$ cat src/rtl/pmbist_addr_sequencer.sv
// rtl/pmbist_addr_sequencer.sv - PMBIST address counter with selectable address-ordering transform
module pmbist_addr_sequencer #(
    parameter int ADDR_WIDTH = 8,
    parameter int IDX_WIDTH  = 3
) (
    input  logic                  clk_in,
    input  logic                  rstn_in,
    input  logic                  start_in,
    input  logic                  step_in,
    input  logic [1:0]            mode_in,
    input  logic [IDX_WIDTH-1:0]  i_in,
    input  logic                  updwn_in,
    output logic [ADDR_WIDTH-1:0] addr_out,
    output logic                  addr_valid_out,
    output logic                  last_out,
    output logic                  done_out,
    output logic                  busy_out
);

    typedef enum logic [1:0] {
        ST_IDLE = 2'd0,
        ST_RUN  = 2'd1,
        ST_DONE = 2'd2
    } state_t;

    localparam logic [ADDR_WIDTH-1:0] T_MAX = '1;

    state_t                state_q, state_d;
    logic [ADDR_WIDTH-1:0] t_q, t_d;
    logic [1:0]            mode_q, mode_d;
    logic [IDX_WIDTH-1:0]  idx_q, idx_d;
    logic                  dn_q, dn_d;
    logic [ADDR_WIDTH-1:0] addr_q, addr_d;
    logic                  valid_q, valid_d;
    logic                  last_q, last_d;
    logic                  done_q, done_d;
    logic                  busy_q, busy_d;

    // Address-ordering transform; everything stays within W bits.
    function automatic logic [ADDR_WIDTH-1:0] xform(
        input logic [ADDR_WIDTH-1:0] t,
        input logic [1:0]            m,
        input logic [IDX_WIDTH-1:0]  idx
    );
        logic [ADDR_WIDTH-1:0] r;
        logic [ADDR_WIDTH-1:0] k;
        r = t;
        k = t >> 1;
        case (m)
            2'b00: begin
                // Swap bit 0 with bit idx; idx of 0 or beyond the width leaves t linear.
                for (int b = 1; b < ADDR_WIDTH; b++) begin
                    if (int'(idx) == b) begin
                        r[0] = t[b];
                        r[b] = t[0];
                    end
                end
            end
            2'b01:   r = t ^ k;
            2'b10:   r = t[0] ? ~k : k;
            default: r = t;
        endcase
        return r;
    endfunction

    // Final address depends on direction: top of space going up, zero going down.
    function automatic logic is_last(input logic [ADDR_WIDTH-1:0] t, input logic dn);
        return dn ? (t == '0) : (t == T_MAX);
    endfunction

    // State and output registers; every output comes straight from a flop.
    always_ff @(posedge clk_in) begin
        if (!rstn_in) begin
            state_q <= ST_IDLE;
            t_q     <= '0;
            mode_q  <= 2'b00;
            idx_q   <= '0;
            dn_q    <= 1'b0;
            addr_q  <= '0;
            valid_q <= 1'b0;
            last_q  <= 1'b0;
            done_q  <= 1'b0;
            busy_q  <= 1'b0;
        end else begin
            state_q <= state_d;
            t_q     <= t_d;
            mode_q  <= mode_d;
            idx_q   <= idx_d;
            dn_q    <= dn_d;
            addr_q  <= addr_d;
            valid_q <= valid_d;
            last_q  <= last_d;
            done_q  <= done_d;
            busy_q  <= busy_d;
        end
    end

    // Next-state logic: start latches the configuration, steps walk the counter.
    always_comb begin
        state_d = state_q;
        t_d     = t_q;
        mode_d  = mode_q;
        idx_d   = idx_q;
        dn_d    = dn_q;
        addr_d  = addr_q;
        valid_d = valid_q;
        last_d  = last_q;
        done_d  = 1'b0;
        busy_d  = busy_q;
        case (state_q)
            ST_IDLE: begin
                valid_d = 1'b0;
                last_d  = 1'b0;
                busy_d  = 1'b0;
                if (start_in) begin
                    state_d = ST_RUN;
                    mode_d  = mode_in;
                    idx_d   = i_in;
                    dn_d    = updwn_in;
                    t_d     = updwn_in ? T_MAX : '0;
                    addr_d  = xform(t_d, mode_in, i_in);
                    last_d  = is_last(t_d, updwn_in);
                    valid_d = 1'b1;
                    busy_d  = 1'b1;
                end
            end
            ST_RUN: begin
                if (step_in) begin
                    if (last_q) begin
                        state_d = ST_DONE;
                        valid_d = 1'b0;
                        last_d  = 1'b0;
                        done_d  = 1'b1;
                    end else begin
                        t_d    = dn_q ? (t_q - 1'b1) : (t_q + 1'b1);
                        addr_d = xform(t_d, mode_q, idx_q);
                        last_d = is_last(t_d, dn_q);
                    end
                end
            end
            ST_DONE: begin
                state_d = ST_IDLE;
                valid_d = 1'b0;
                last_d  = 1'b0;
                busy_d  = 1'b0;
            end
            default: begin
                state_d = ST_IDLE;
                valid_d = 1'b0;
                last_d  = 1'b0;
                busy_d  = 1'b0;
            end
        endcase
    end

    assign addr_out       = addr_q;
    assign addr_valid_out = valid_q;
    assign last_out       = last_q;
    assign done_out       = done_q;
    assign busy_out       = busy_q;

endmodule

$ cat config.mk
export PLATFORM = sky130hd
export DESIGN_NAME = pmbist_addr_sequencer
export DESIGN_NICKNAME = d
export VERILOG_FILES = /design/src/rtl/pmbist_addr_sequencer.sv
export SDC_FILE = /design/constraint.sdc
export NUM_CORES = 1
export LEC_CHECK = 0
export ABC_AREA = 1
export BUFFER_PORTS_ARGS = -buffer_cell sky130_fd_sc_hd__clkbuf_2
export CAP_MARGIN = 20
export CORE_MARGIN = 10
export CORE_UTILIZATION = 39
export DETAILED_ROUTE_END_ITERATION = 7
export GPL_TIMING_DRIVEN = 0
export PLACE_DENSITY = 0.55
export SKIP_LAST_GASP = 1
export SYNTH_ARGS = -nofsm -noshare
export SYNTH_HDL_FRONTEND = slang
export SYNTH_SLANG_ARGS = --single-unit
$ cat constraint.sdc
create_clock -name clk_in -period 2.55 [get_ports clk_in]
set_input_delay 0.255 -clock clk_in [delete_from_list [all_inputs] [get_ports clk_in]]
set_output_delay 0.255 -clock clk_in [all_outputs]
set_load 0.02 [all_outputs]
After elaboration in Yosys (flattened, before gate mapping)
Index checks and enable logic that the tools add are counted.

Bits in registers: 28. Input port bits: 10. Output and inout bits: 12. Word-level logic and storage cells: 108.

Add/subtract/negate cells: 2. Equal/unequal tests: 25. Muxes and demuxes: 56. Bitwise operators: 4. Reduce and logical (&&, ||, !) cells: 11.

Operators by type and width (number): $mux W8 (10); $pmux W8 S3 (2); $mux W1 (33); $pmux W8 S2 (2); $eq A3 B3 Y1 const B (8); $eq A8 B8 Y1 const B (2); $logic_not A8 Y1 (2); $not A7 Y8 (2); $xor A8 B7 Y8 (2); $eq A3 B2 Y1 const B (4); $mux W2 (5); $add A8 B1 Y8 const B (1); $ne A2 B2 Y1 const B (4); $sub A8 B1 Y8 const B (1); $eq A2 B1 Y1 const B (3); $eq A3 B1 Y1 const B (2); $logic_not A2 Y1 (3); $pmux W1 S2 (3); $reduce_and A3 Y1 (2); $eq A2 B2 Y1 const B (2); $pmux W2 S2 (1); $reduce_and A2 Y1 (2); $reduce_and A4 Y1 (1); $reduce_bool A2 Y1 (1).

Longest topological paths before layout
Word-level depth: 13. Gate-level depth with buffers: 15. Gate-level depth less buffers: 15.

Worst setup path before layout
No wires, ideal clock.

Kind: register -> register. Start point: register dn_q. End point: register addr_q[2], in the netlist addr_out[2]. Setup time: 0.123 ns. Arrival time: 1.885 ns. Data required time: 2.427 ns. Setup slack: 0.542 ns. Cell stages (with the launch flop): 13. Path buffers: 0. Cells stage by stage: dfxtp_1 -> ha_1 -> nand2_1 -> nand2_1 -> inv_1 -> nand3_1 -> nand2_1 -> inv_1 -> ha_1 -> o21ai_0 -> nand3_1 -> o21ai_0 -> a21oi_1.

Word-level cells in the longest chain between the ends: 7.

RTL lines: start, declared (line 32) `logic dn_q, dn_d;`; start signal, assigned (line 89) `dn_q <= dn_d;`; $mux W8 (*) (line 135) `t_d = dn_q ? (t_q - 1'b1) : (t_q + 1'b1);`; $not A7 Y8 (line 60) `2'b10: r = t[0] ? ~k : k;`; $mux W8 (line 60); $pmux W8 S3 (*) (line 49) `case (m)`; $mux W8 (*) (line 129) `if (last_q) begin`; $mux W8 (*) (line 128) `if (step_in) begin`; $pmux W8 S2 (*) (line 110) `case (state_q)`; end signal, assigned (line 90) `addr_q <= addr_d;`; end, declared (line 33) `logic [ADDR_WIDTH-1:0] addr_q, addr_d;`.

Mark *: on every way between the ends. The rest lies on a longest branch, timed or not. The select of a mux whose other input is x is not followed. A chain may end at the register's enable or synchronous reset.

Worst setup path in the final report
Same ends and word-level chain as after synthesis.

==> summary.txt <==
Clocking
  – Clk root buf: clkbuf_8
  – Clk_lat worst skew: between 0.2 and 0.3 ns
  – Post-CTS Setup Bufs: 0
  – H-tree levels: 1
  – TritonCTS clock tree: done
  – Clk buf depth: 2
  – Hold_buf cts: 0
  – Num CTS Buffers: 3
  – Clk sinks: 28
  – Post_cts resized: 0
  – Clk pin slew, worst setup/hold paths: 0.11 ns

Drt
  – DR iter-0 viols: 201
  – Residual DRC count: 0
  – ANT nets after route: 0
  – Detailed-route wire length: 5.83 mm
  – Via/cell ratio: 5.12
  – WL/cell: 14.6 um
  – DR vias: 2041
  – DR pass1 iterations: 5

Global routing
  – Gr ovfl total: 0
  – GRT Total Usage: ~14%
  – Pin count of the biggest net entering global routing: 17
  – Vias in the first global route: 2078
  – Initial antenna violation count: 0
  – First-pass GRT wire length: just over 10 mm

Final layout
  – Antenna diode count: 0
  – Fin nets: between 300 and 400
  – P&R area growth vs syn: 13.1%
  – Share of cells above drive strength 1: 15.2%
  – Reg area: 562 um^2
  – Multi-input gate area: 0.00126 mm^2
  – # fillers: 545
  – Fin area: around 0.0023 mm^2

Min path
  – Worst Hold Depth: 3
  – Hold Crit Endpoint: mode_q[1]$_SDFFE_PN0P_
  – Hold path startpoint: mode_in[1]
  – Hold crit path type: in -> reg

Logic synthesis
  – EDFF count, synth: 0
  – Top cell type's share of synthesized area: 27.6%
  – Post-Synth Simple-Gate Area: 30.8%
  – Main combinational cell family by area after synthesis: simple AND/OR/NAND/NOR gates
  – Area leader, netlist: dfxtp_1
  – Synthesized area: 0.00203 mm^2
  – Yosys reg bits: 28
  – Cells after synthesis: 304
  – Ys flop type: dfxtp_1
  – Dominant cell by count in the synthesized netlist: nand2_1
  – Adder-Cell Fraction of Synth Area: 8.38%
  – Yosys cell types: 35
  – Ys async rst share: 0%
  – Seq/Total Area, Yosys: between 20 and 30%
  – Syn Nets: 327
  – Avg Inst Size Synth: 6.68 um^2
  – Yosys Warn Count: 0
  – Main area contributors after synthesis: dfxtp_1 (28%), nand2_1 (12%), inv_1 (7.8%)
  – Post-synthesis mux area share: 0%
  – Synth Area in Compound Gates: between 20% and 30%
  – Top post-synthesis cells by count: nand2_1 (67), inv_1 (42), a21oi_1 (28), dfxtp_1 (28), o21ai_0 (28)
  – XOR/XNOR share of the synthesized area: 0.863%

STA
  – FMAX: 0.429 GHz
  – Slew headroom: approximately 67%
  – Setup TNS: 0 ns
  – RSZ-0062 raised after global routing: no
  – Final hold slack: 0.217 ns
  – Slew Viols, Final: 0
  – Worst-Margin Slew: 0.500 ns
  – Fin. Hold Viols: 0
  – Setup violations, final: 0
  – Final period util: between 90 and 100%
  – Min Clock Period, post-route: approximately 2.3 ns
  – Clk_skew: 0.00636 ns

Power and ir drop
  – Worst VDD drop: 0.299 mV
  – Power Dens Cells: 619 mW/mm^2
  – P_leak: 1.09 nW

Die
  – Die Area: 0.00849 mm^2
  – Initial core utilization: 40.0%
  – Core area: 0.00507 mm^2
  – I/O pins: 22
  – Die width: 92.1 um
  – Rows: 26
  – Die Height: 92.1 um

Worst setup path
  – Reg2Reg Setup Slack: 0.22 ns
  – Critical Path RT: 2.73 ns
  – Reg2Reg Depth: 12
  – Critical Path Source: dn_q$_SDFFE_PN0P_
  – Worst EP arrival: 2.51 ns
  – Max FO, Critical Path: 10
  – Reg-to-Reg Start: dn_q$_SDFFE_PN0P_
  – Critical path endpoint category: register
  – CP startpoint kind: register
  – Crit path kind: reg -> reg
  – Reg-to-reg endpoint: addr_out[2]$_SDFFE_PN0P_

Job
  – Max Cap Violations: 0

Run status
  – Status: finished, final reports clean

Placed design
  – Area after DPL: 0.00222 mm^2
  – Port-buffer cells: 21
  – HPWL Detailed: ~4.7 mm
  – Gpl congestion: approximately 0.91
## cell type report
type	count	share of cell area [%]
clock buffers	3	1.80
plain buffers	5	1.20
inverters	47	7.69
flip-flops and latches	28	24.5
clock inverters	1	1.31
repair buffers	21	4.58
well taps	70	3.82
multi-input cells	224	55.1
## where the power goes
group / internal [mW] / switching (mW)
Sequential: 0.478 / 0.0324
Clock: 0.211 / 0.155
Combinational: 0.175 / 0.369
## sequential cells by signal (all words and copies together) (netlist names)
name / flops
addr_out: 8
dn_q: 1
idx_q: 3
t_q: 8
mode_q: 2
addr_valid_out: 1
done_out: 1
state_q: 2
last_out: 1
busy_out: 1
## layout by cell type (no fill, tap or decap), types with 2 or more instances in the layout
cell,count
nand2_1,67
inv_1,42
a21oi_1,28
o21ai_0,28
dfxtp_1,27
nand3_1,21
clkbuf_2,21
nor2_1,14
ha_1,12
nand4_1,9
nor3_1,6
o21ai_1,5
nand2_2,4
inv_2,4
o211ai_1,4
nor2_4,3
clkbuf_1,3
o221a_2,3
clkbuf_8,3
a21oi_2,2
o21a_1,2
nand3b_1,2
nor3_2,2
o2111ai_1,2
## stage by stage
stage | utilization [%] | setup slack (ns) | power, mW | instances
floorplan | - | 0.542 | 0.904 | 304
CTS | 45.2 | 0.0605 | 1.42 | 399
global route | 45.2 | 0.0290 | 1.52 | 399
finish | 45.2 | 0.221 | 1.42 | 399
detailed placement | 43.8 | 0.0890 | 1.06 | 395
global placement | 43.8 | 0.0775 | 1.06 | 395
## routing by layer
layer  GRT usage, %  part of all wire, %
met5              0                    0
met4           4.11                  1.5
met3           3.42                  4.9
met2           23.1                   45
met1           18.6                   49
## worst max-delay path by stage
stage,to,slack [ns],cells after the start
4_1_cts,addr_out[2]$_SDFFE_PN0P_,0.06,12
3_3_place_gp,addr_out[2]$_SDFFE_PN0P_,0.08,12
2_1_floorplan,addr_out[2]$_SDFFE_PN0P_,0.54,12
5_1_grt,addr_out[2]$_SDFFE_PN0P_,0.03,11
6_report,addr_out[2]$_SDFFE_PN0P_,0.22,12
3_5_place_dp,addr_out[2]$_SDFFE_PN0P_,0.09,12
## critical path, cell delays in order, from the launching register on
cell,delay [ns]
dfxtp_2,0.48
ha_1,0.36
nand2_1,0.11
nand2_1,0.07
inv_1,0.05
nand3_1,0.09
nand2_1,0.19
inv_1,0.11
ha_1,0.29
o21ai_0,0.14
nand3_1,0.11
o21ai_0,0.11
a21oi_1,0.09
## logic make-up after synthesis
logic type / count (synthesis)
XOR/XNOR: 2
adder cells (fa/ha/maj): 13
buffers and inverters: 52
AO/OA/AOI/OAI: 77
AND/OR/NAND/NOR: 132
flip-flops: 28
(Power assumes the default switching activity.)
